--- src/rtl/hamming74_stream_decoder.sv ---
// Two-stage valid/ready Hamming(7,4) single-error-correcting decoder with optional delivery statistics.
// Statistics counters exist only when HAMMING_DEC_STATS_EN is defined; otherwise they read 0.
module hamming74_stream_decoder #(
  parameter int CNT_W = 16
) (
  input  logic             clk,
  input  logic             rst_n,
  input  logic             in_valid,
  output logic             in_ready,
  input  logic [6:0]       in_code,
  output logic             out_valid,
  input  logic             out_ready,
  output logic [3:0]       out_data,
  output logic             out_corr,
  output logic [2:0]       out_syn,
  input  logic             cnt_clr,
  output logic [CNT_W-1:0] word_cnt,
  output logic [CNT_W-1:0] corr_cnt
);

  logic       s1_valid;
  logic       s2_valid;
  logic [6:0] s1_code;
  logic [2:0] s1_syn;
  logic [2:0] in_syn;
  logic [6:0] flip_mask;
  logic [6:0] fixed_code;
  logic       s1_adv;
  logic       s2_adv;

  // Ready is derived purely from pipeline occupancy and out_ready, never from in_valid.
  assign s2_adv    = !s2_valid || out_ready;
  assign s1_adv    = !s1_valid || s2_adv;
  assign in_ready  = s1_adv;
  assign out_valid = s2_valid;

  assign in_syn = {in_code[6] ^ in_code[5] ^ in_code[4] ^ in_code[2],
                   in_code[6] ^ in_code[5] ^ in_code[3] ^ in_code[1],
                   in_code[6] ^ in_code[4] ^ in_code[3] ^ in_code[0]};

  always_comb begin
    flip_mask = 7'b0;
    case (s1_syn)
      3'b111:  flip_mask = 7'b100_0000;
      3'b110:  flip_mask = 7'b010_0000;
      3'b101:  flip_mask = 7'b001_0000;
      3'b011:  flip_mask = 7'b000_1000;
      3'b100:  flip_mask = 7'b000_0100;
      3'b010:  flip_mask = 7'b000_0010;
      3'b001:  flip_mask = 7'b000_0001;
      default: flip_mask = 7'b0;
    endcase
  end

  assign fixed_code = s1_code ^ flip_mask;

  always_ff @(posedge clk or negedge rst_n) begin
    if (!rst_n) begin
      s1_valid <= 1'b0;
      s1_code  <= 7'b0;
      s1_syn   <= 3'b0;
    end else if (s1_adv) begin
      s1_valid <= in_valid;
      if (in_valid) begin
        s1_code <= in_code;
        s1_syn  <= in_syn;
      end
    end
  end

  always_ff @(posedge clk or negedge rst_n) begin
    if (!rst_n) begin
      s2_valid <= 1'b0;
      out_data <= 4'b0;
      out_corr <= 1'b0;
      out_syn  <= 3'b0;
    end else if (s2_adv) begin
      s2_valid <= s1_valid;
      if (s1_valid) begin
        out_data <= fixed_code[6:3];
        out_corr <= (s1_syn != 3'b000);
        out_syn  <= s1_syn;
      end
    end
  end

`ifdef HAMMING_DEC_STATS_EN
  logic out_xfer;
  assign out_xfer = out_valid && out_ready;

  // Clear wins over a coincident delivery; both counters stick at all-ones.
  always_ff @(posedge clk or negedge rst_n) begin
    if (!rst_n) begin
      word_cnt <= '0;
      corr_cnt <= '0;
    end else if (cnt_clr) begin
      word_cnt <= '0;
      corr_cnt <= '0;
    end else if (out_xfer) begin
      if (word_cnt != '1) word_cnt <= word_cnt + CNT_W'(1);
      if (out_corr && (corr_cnt != '1)) corr_cnt <= corr_cnt + CNT_W'(1);
    end
  end
`else
  logic unused_cnt_clr;
  assign unused_cnt_clr = cnt_clr;
  assign word_cnt = '0;
  assign corr_cnt = '0;
`endif

endmodule

--- config.mk ---
export PLATFORM = sky130hd
export DESIGN_NAME = hamming74_stream_decoder
export DESIGN_NICKNAME = d
export VERILOG_FILES = /design/src/rtl/hamming74_stream_decoder.sv
export SDC_FILE = /design/constraint.sdc
export NUM_CORES = 1
export LEC_CHECK = 0
export ABC_CLOCK_PERIOD_IN_PS = 1500
export CORE_MARGIN = 2
export CORE_UTILIZATION = 39
export DETAILED_ROUTE_END_ITERATION = 10
export PLACE_DENSITY_LB_ADDON = 0.15
export SLEW_MARGIN = 20
export SYNTH_ARGS = -nofsm -noshare
export SYNTH_HDL_FRONTEND = slang
export SYNTH_SLANG_ARGS = --single-unit
--- constraint.sdc ---
create_clock -name clk -period 1.5 [get_ports clk]
set_clock_uncertainty 0.1 [all_clocks]
set_input_delay 0.225 -clock clk [delete_from_list [all_inputs] [get_ports clk]]
set_output_delay 0.225 -clock clk [all_outputs]
set_load 0.01 [all_outputs]
==> flow_summary.yaml, run 1 <==
run_status:
  status: "finished clean"
clock_network:
  cts_tree: "yes"
  cts_root_buf: "clkbuf_4"
  htreeDepth: 1
  cts_sinks: 17
  clk_path_buf_depth: 2
  cts_setup_buffers: 0
  clock_latency_ns: 0.28
  cts.clk_slew.worst_paths_ns: 0.10
  cts_made_buffers: 3
placed_design:
  io_buffers: 20
  gp_congestion: 0.666
  placedCellCount: 142
  dpl.hpwl_um: 1140
  placed_cell_area_um2: 1170
floorplan:
  initial_core_util_pct: 41.3
  io_pins: 54
  die_height_um: 55.2
  die_area_um2: 3050
  rows: 18
  core_area_um2: 2480
  die_x_um: 55.2
global_routing:
  grt_max_degree: 18
  grt_pass1_wl_um: 2330
  grt_pass1_vias: 537
  grt_use_total_pct: 11.1
  overflow: 0
  antenna_found_initial: 0
job:
  cap_violations: 0
sta:
  rsz0062_at_grt: "false"
  drv_slew: 0
  finalHoldViolCount: 0
  min_period_ns: 1.45
  finalSetupViolCount: 0
  period_share_pct: 96.4
  fmax_mhz: 692
power:
  ir_drop_v: 0.000612
  p_per_area_nw_per_um2: 1220
  power_w: 0.00144
  power.leakage_nw: 0.533
yosys:
  synth_area_leader_cell: "dfrtp_1"
  syn_avg_cell_area_um2: 11.5
  netlist_area_um2: 1020
  synth_area_leaders: "dfrtp_1 (42%), buf_4 (24%), mux2_2 (15%)"
  synth_cells: 89
  yosys_warnings: 0
  synth-seq-cells: 17
  synth_top_area_share_pct: 41.6
  ys_seq_area_share_pct: 41.6
  yosysUniqueCellTypes: 14
final_layout:
  nets: 129
  fillCellCount: 246
  antenna-diode-count: 0
  syn_to_final_growth_pct: 15.4
  mostFrequentLayoutCell: "conb_1"
  seq_area_um2: 425
  instances_no_fill: 146
  layout_common_cells: "conb_1 (32), dfrtp_1 (17), mux2_2 (14)"
  fin_area_um2: 1180
  multi_input_area_um2: 473
  drive_gt1_share_pct: 20.7
setup_path:
  crit_required_ns: 1.17
  worst_setup_path_start_kind: "input port"
  crit_buf_inv: 2
  crit_slowest_cell: "clkdlybuf4s50_1"
  crit_family: "buffers and inverters"
  cp_slowest_stage_delay_ns: 0.41
  critPathKind: "input port to output port"
  path_cells: "clkdlybuf4s50_1 -> nand3b_1 -> dlygate4sd2_1"
  arrival_ns: 1.12
  worstPathMaxFanout: 2
  end_kind: "output port"
route:
  vias: 599
  post-route-drc-count: 0
  wl_per_cell_um: 9.71
  wirelength_um: 1420
  drtPass1Iterations: 4
  antenna_left: 0
  drt_iter0_markers: 1
  viasPerCell: 4.10
min_path:
  hold_path.class: "input port to async pin"
path summary, 6_finish.rpt:
kind / startpoint / to / slack [ns] / cells past startpoint
worst min-delay path: rst_n / s1_code[6]$_DFFE_PN0P_ / 0.16 / 2
worst min register to register: out_syn[0]$_DFFE_PN0P_ / out_syn[0]$_DFFE_PN0P_ / 0.41 / 1
worst max register to register: out_valid$_DFFE_PN0P_ / s1_syn[2]$_DFFE_PN0P_ / 0.13 / 4
max in group asynchronous: rst_n / out_valid$_DFFE_PN0P_ / 0.95 / 2
min in group clk: out_syn[0]$_DFFE_PN0P_ / out_syn[0]$_DFFE_PN0P_ / 0.41 / 1
worst max-delay path: out_ready / in_ready / 0.05 / 3
power breakdown:
group / leakage (nW) / internal (W) / total [W] / switching [W]
Combinational: 0.324 / 0.000289 / 0.000509 / 0.000221
Sequential: 0.194 / 0.000594 / 0.000691 / 0.0000971
Clock: 0.0150 / 0.000103 / 0.000237 / 0.000134
Total: 0.533 / 0.000985 / 0.00144 / 0.000451
worst reg2reg max path, cell delays in order (launching register included):
cell	delay, ns
dfrtp_1	0.38
nand3b_1	0.11
buf_4	0.15
nand2_2	0.15
mux2_2	0.36
sequential cells by signal (all words and copies together) (netlist names):
signal and count:
s1_valid 1, s1_code 4, out_corr 1, out_syn 3
s1_syn 3, out_valid 1, out_data 4
synthesized netlist by cell type, drive strengths merged:
library cell	instances
mux2	14
dfrtp	17
nor3	1
xor2	2
nand3	1
nand2	2
a21oi	1
nand3b	4
a31oi	1
xnor2	10
buf	32
nand2b	3
conb	1
cell families after synthesis:
kind of cell           count (synthesis)  synth area share [%]
flip-flops                            17                  41.6
XOR/XNOR                              12                  11.0
other                                  1                 0.367
multiplexers                          14                  15.4
buffers and inverters                 32                  23.5
AO/OA/AOI/OAI                          2                  1.10
AND/OR/NAND/NOR                       11                  6.98
layer usage:
metal / vias to the layer above / share of wire, % / global-route usage (%)
met5: - / 0 / 0
met2: 36 / 47 / 17.7
met4: 0 / 0 / 4.88
met3: 0 / 10 / 3.23
met1: 283 / 42 / 14.1
li1: 280 / - / -
cell type report:
class | count | area share (%)
Clock buffer | 4 | 2.23
Timing Repair Buffer | 24 | 18.5
Sequential cell | 17 | 36.1
Multi-Input combinational cell | 71 | 40.1
Tap cell | 30 | 3.18
what timing repair did:
action,in CTS,in global routing
hold buffers,0,0
endpoints found under the setup margin,10,0
resized for setup,10,0
hold endpoints to repair,0,0
through the flow:
step	hold WS (ns)	util, %	worst slack [ns]	TNS [ns]
6_report	0.161	47.6	0.0542	0
4_1_cts	0.158	47.6	0.0498	0
3_5_place_dp	0.397	47.1	-0.223	-2.37
5_1_grt	0.173	47.6	0.000895	0
2_1_floorplan	-0.171	-	0.177	0
3_3_place_gp	0.388	47.1	-0.203	-2.00
Power figures use the tool's default switching activity.
==> inputs of run 2 (changes only) <==
--- a/config.mk
+++ b/config.mk
@@ -10,6 +10,7 @@
 export CORE_UTILIZATION = 39
 export DETAILED_ROUTE_END_ITERATION = 10
 export PLACE_DENSITY_LB_ADDON = 0.15
+export SETUP_SLACK_MARGIN = 0.05
 export SLEW_MARGIN = 20
 export SYNTH_ARGS = -nofsm -noshare
 export SYNTH_HDL_FRONTEND = slang
==> run 2 against run 1 <==
  * Combinational power about the same
  * Register-to-register slack better by 0.05 ns
  * Maximum frequency up 4.0%
  * Clock power about the same
  * Largest cell class unchanged
==> flow_summary.yaml, run 2 (synthesis results as in run 1) <==
run_status:
  status: "finished clean"
floorplan:
  die_height_um: 55.2
  initial_core_util_pct: 41.3
  core_area_um2: 2480
  die_area_um2: 3050
  io_pins: 54
  rows: 18
  die_x_um: 55.2
setup_path:
  crit_family: "buffers and inverters"
  path_cells: "clkdlybuf4s50_1 -> nand3b_1 -> clkdlybuf4s15_1"
  arrival_ns: 1.07
  reg2reg_slack_ns: 0.18
  cp_slowest_stage_delay_ns: 0.47
  crit_buf_inv: 2
  r2r_end: "s1_syn[2]$_DFFE_PN0P_"
  crit_required_ns: 1.17
  crit_slowest_cell: "clkdlybuf4s50_1"
  end_kind: "output port"
  worstPathMaxFanout: 2
  reg2reg_from: "out_valid$_DFFE_PN0P_"
  reg2reg_depth: 4
  worst_setup_path_start_kind: "input port"
  critPathKind: "input port to output port"
sta:
  fmax_mhz: 719
  fin_hold_ws_ns: 0.161
  finalHoldViolCount: 0
  period_share_pct: 92.7
  min_period_ns: 1.39
  finalSetupViolCount: 0
  rsz0062_at_grt: "true"
  drv_slew: 0
global_routing:
  grt_pass1_wl_um: 2330
  grt_pass1_vias: 537
  overflow: 0
  grt_use_total_pct: 11.1
  grt_max_degree: 18
  antenna_found_initial: 0
placed_design:
  dpl.hpwl_um: 1140
  io_buffers: 20
  gp_congestion: 0.666
  placed_cell_area_um2: 1170
job:
  cap_violations: 0
route:
  post-route-drc-count: 0
  wl_per_cell_um: 9.84
  antenna_left: 0
  vias: 595
  wirelength_um: 1440
  viasPerCell: 4.08
  drt_iter0_markers: 0
  drtPass1Iterations: 1
final_layout:
  fin_area_um2: 1190
  fillCellCount: 246
  reg_top3: "out_data x4, s1_code x4"
  mostFrequentLayoutCell: "conb_1"
  antenna-diode-count: 0
  nets: 129
  layout_common_cells: "conb_1 (32), dfrtp_1 (17), mux2_2 (14)"
  drive_gt1_share_pct: 20.7
  syn_to_final_growth_pct: 16.0
clock_network:
  cts_root_buf: "clkbuf_4"
  clk_path_buf_depth: 2
  cts_tree: "yes"
  cts_sinks: 17
  clock_latency_ns: 0.28
  htreeDepth: 1
  cts_made_buffers: 3
  cts.clk_slew.worst_paths_ns: 0.10
power:
  ir_drop_v: 0.000615
  power.leakage_nw: 0.537
  p_per_area_nw_per_um2: 1210
min_path:
  hold_path.class: "input port to async pin"
run 2: repair_timing:
item / 4_1_cts / 5_1_grt
hold buffers: 0 / 0
gates resized for setup: 10 / 2
cloned: 0 / 0
setup buffers: 0 / 0
endpoints found under the setup margin: 10 / 6
endpoints found under the hold margin: 0 / 0
run 2: power breakdown:
part           total (W)  internal (W)  switching (W)
logic           0.000512      0.000290       0.000222
registers       0.000692      0.000594      0.0000985
clock network   0.000237      0.000103       0.000133
run 2: worst max-delay path by stage:
stage | endpoint | startpoint | depth (start not counted)
floorplan | s1_code[3]$_DFFE_PN0P_ | out_valid$_DFFE_PN0P_ | 3
global placement | s1_code[4]$_DFFE_PN0P_ | out_ready | 5
detailed placement | s1_syn[0]$_DFFE_PN0P_ | out_ready | 5
CTS | in_ready | out_ready | 3
global route | in_ready | out_ready | 3
finish | in_ready | out_ready | 3
run 2: final cells by class:
class / instances / area (um2) / share of cell area (%)
clock buffer: 4 / 26.3 / 2.22
multi-input combinational: 71 / 478 / 40.3
sequential: 17 / 425 / 35.9
tap: 30 / 37.5 / 3.16
timing repair buffer: 24 / 219 / 18.5
run 2: layer usage:
layer  global-route usage [%]  up-vias  share of wire (%)
li1                         -      279                  -
met4                     4.88        0                  0
met1                     14.1      282                 43
met2                     17.7       34                 48
met5                        0        -                  0
met3                     3.23        0                8.7
run 2: through the flow:
stage	cells	util, %	TNS [ns]	total power (W)	setup WS, ns
final	146	47.9	0	0.00144	0.109
after global placement	142	47.1	-2.00	0.00128	-0.203
after floorplan	120	-	0	0.00106	0.177
after global routing	146	47.9	0	0.00157	0.0483
after detailed placement	142	47.1	-2.37	0.00129	-0.223
after CTS	146	47.6	0	0.00147	0.0498
run 2: worst reg2reg max path, stage by stage, from the launching register on:
cell	delay (ns)
dfrtp_1	0.38
nand3b_1	0.11
buf_4	0.16
nand2_4	0.11
mux2_2	0.34
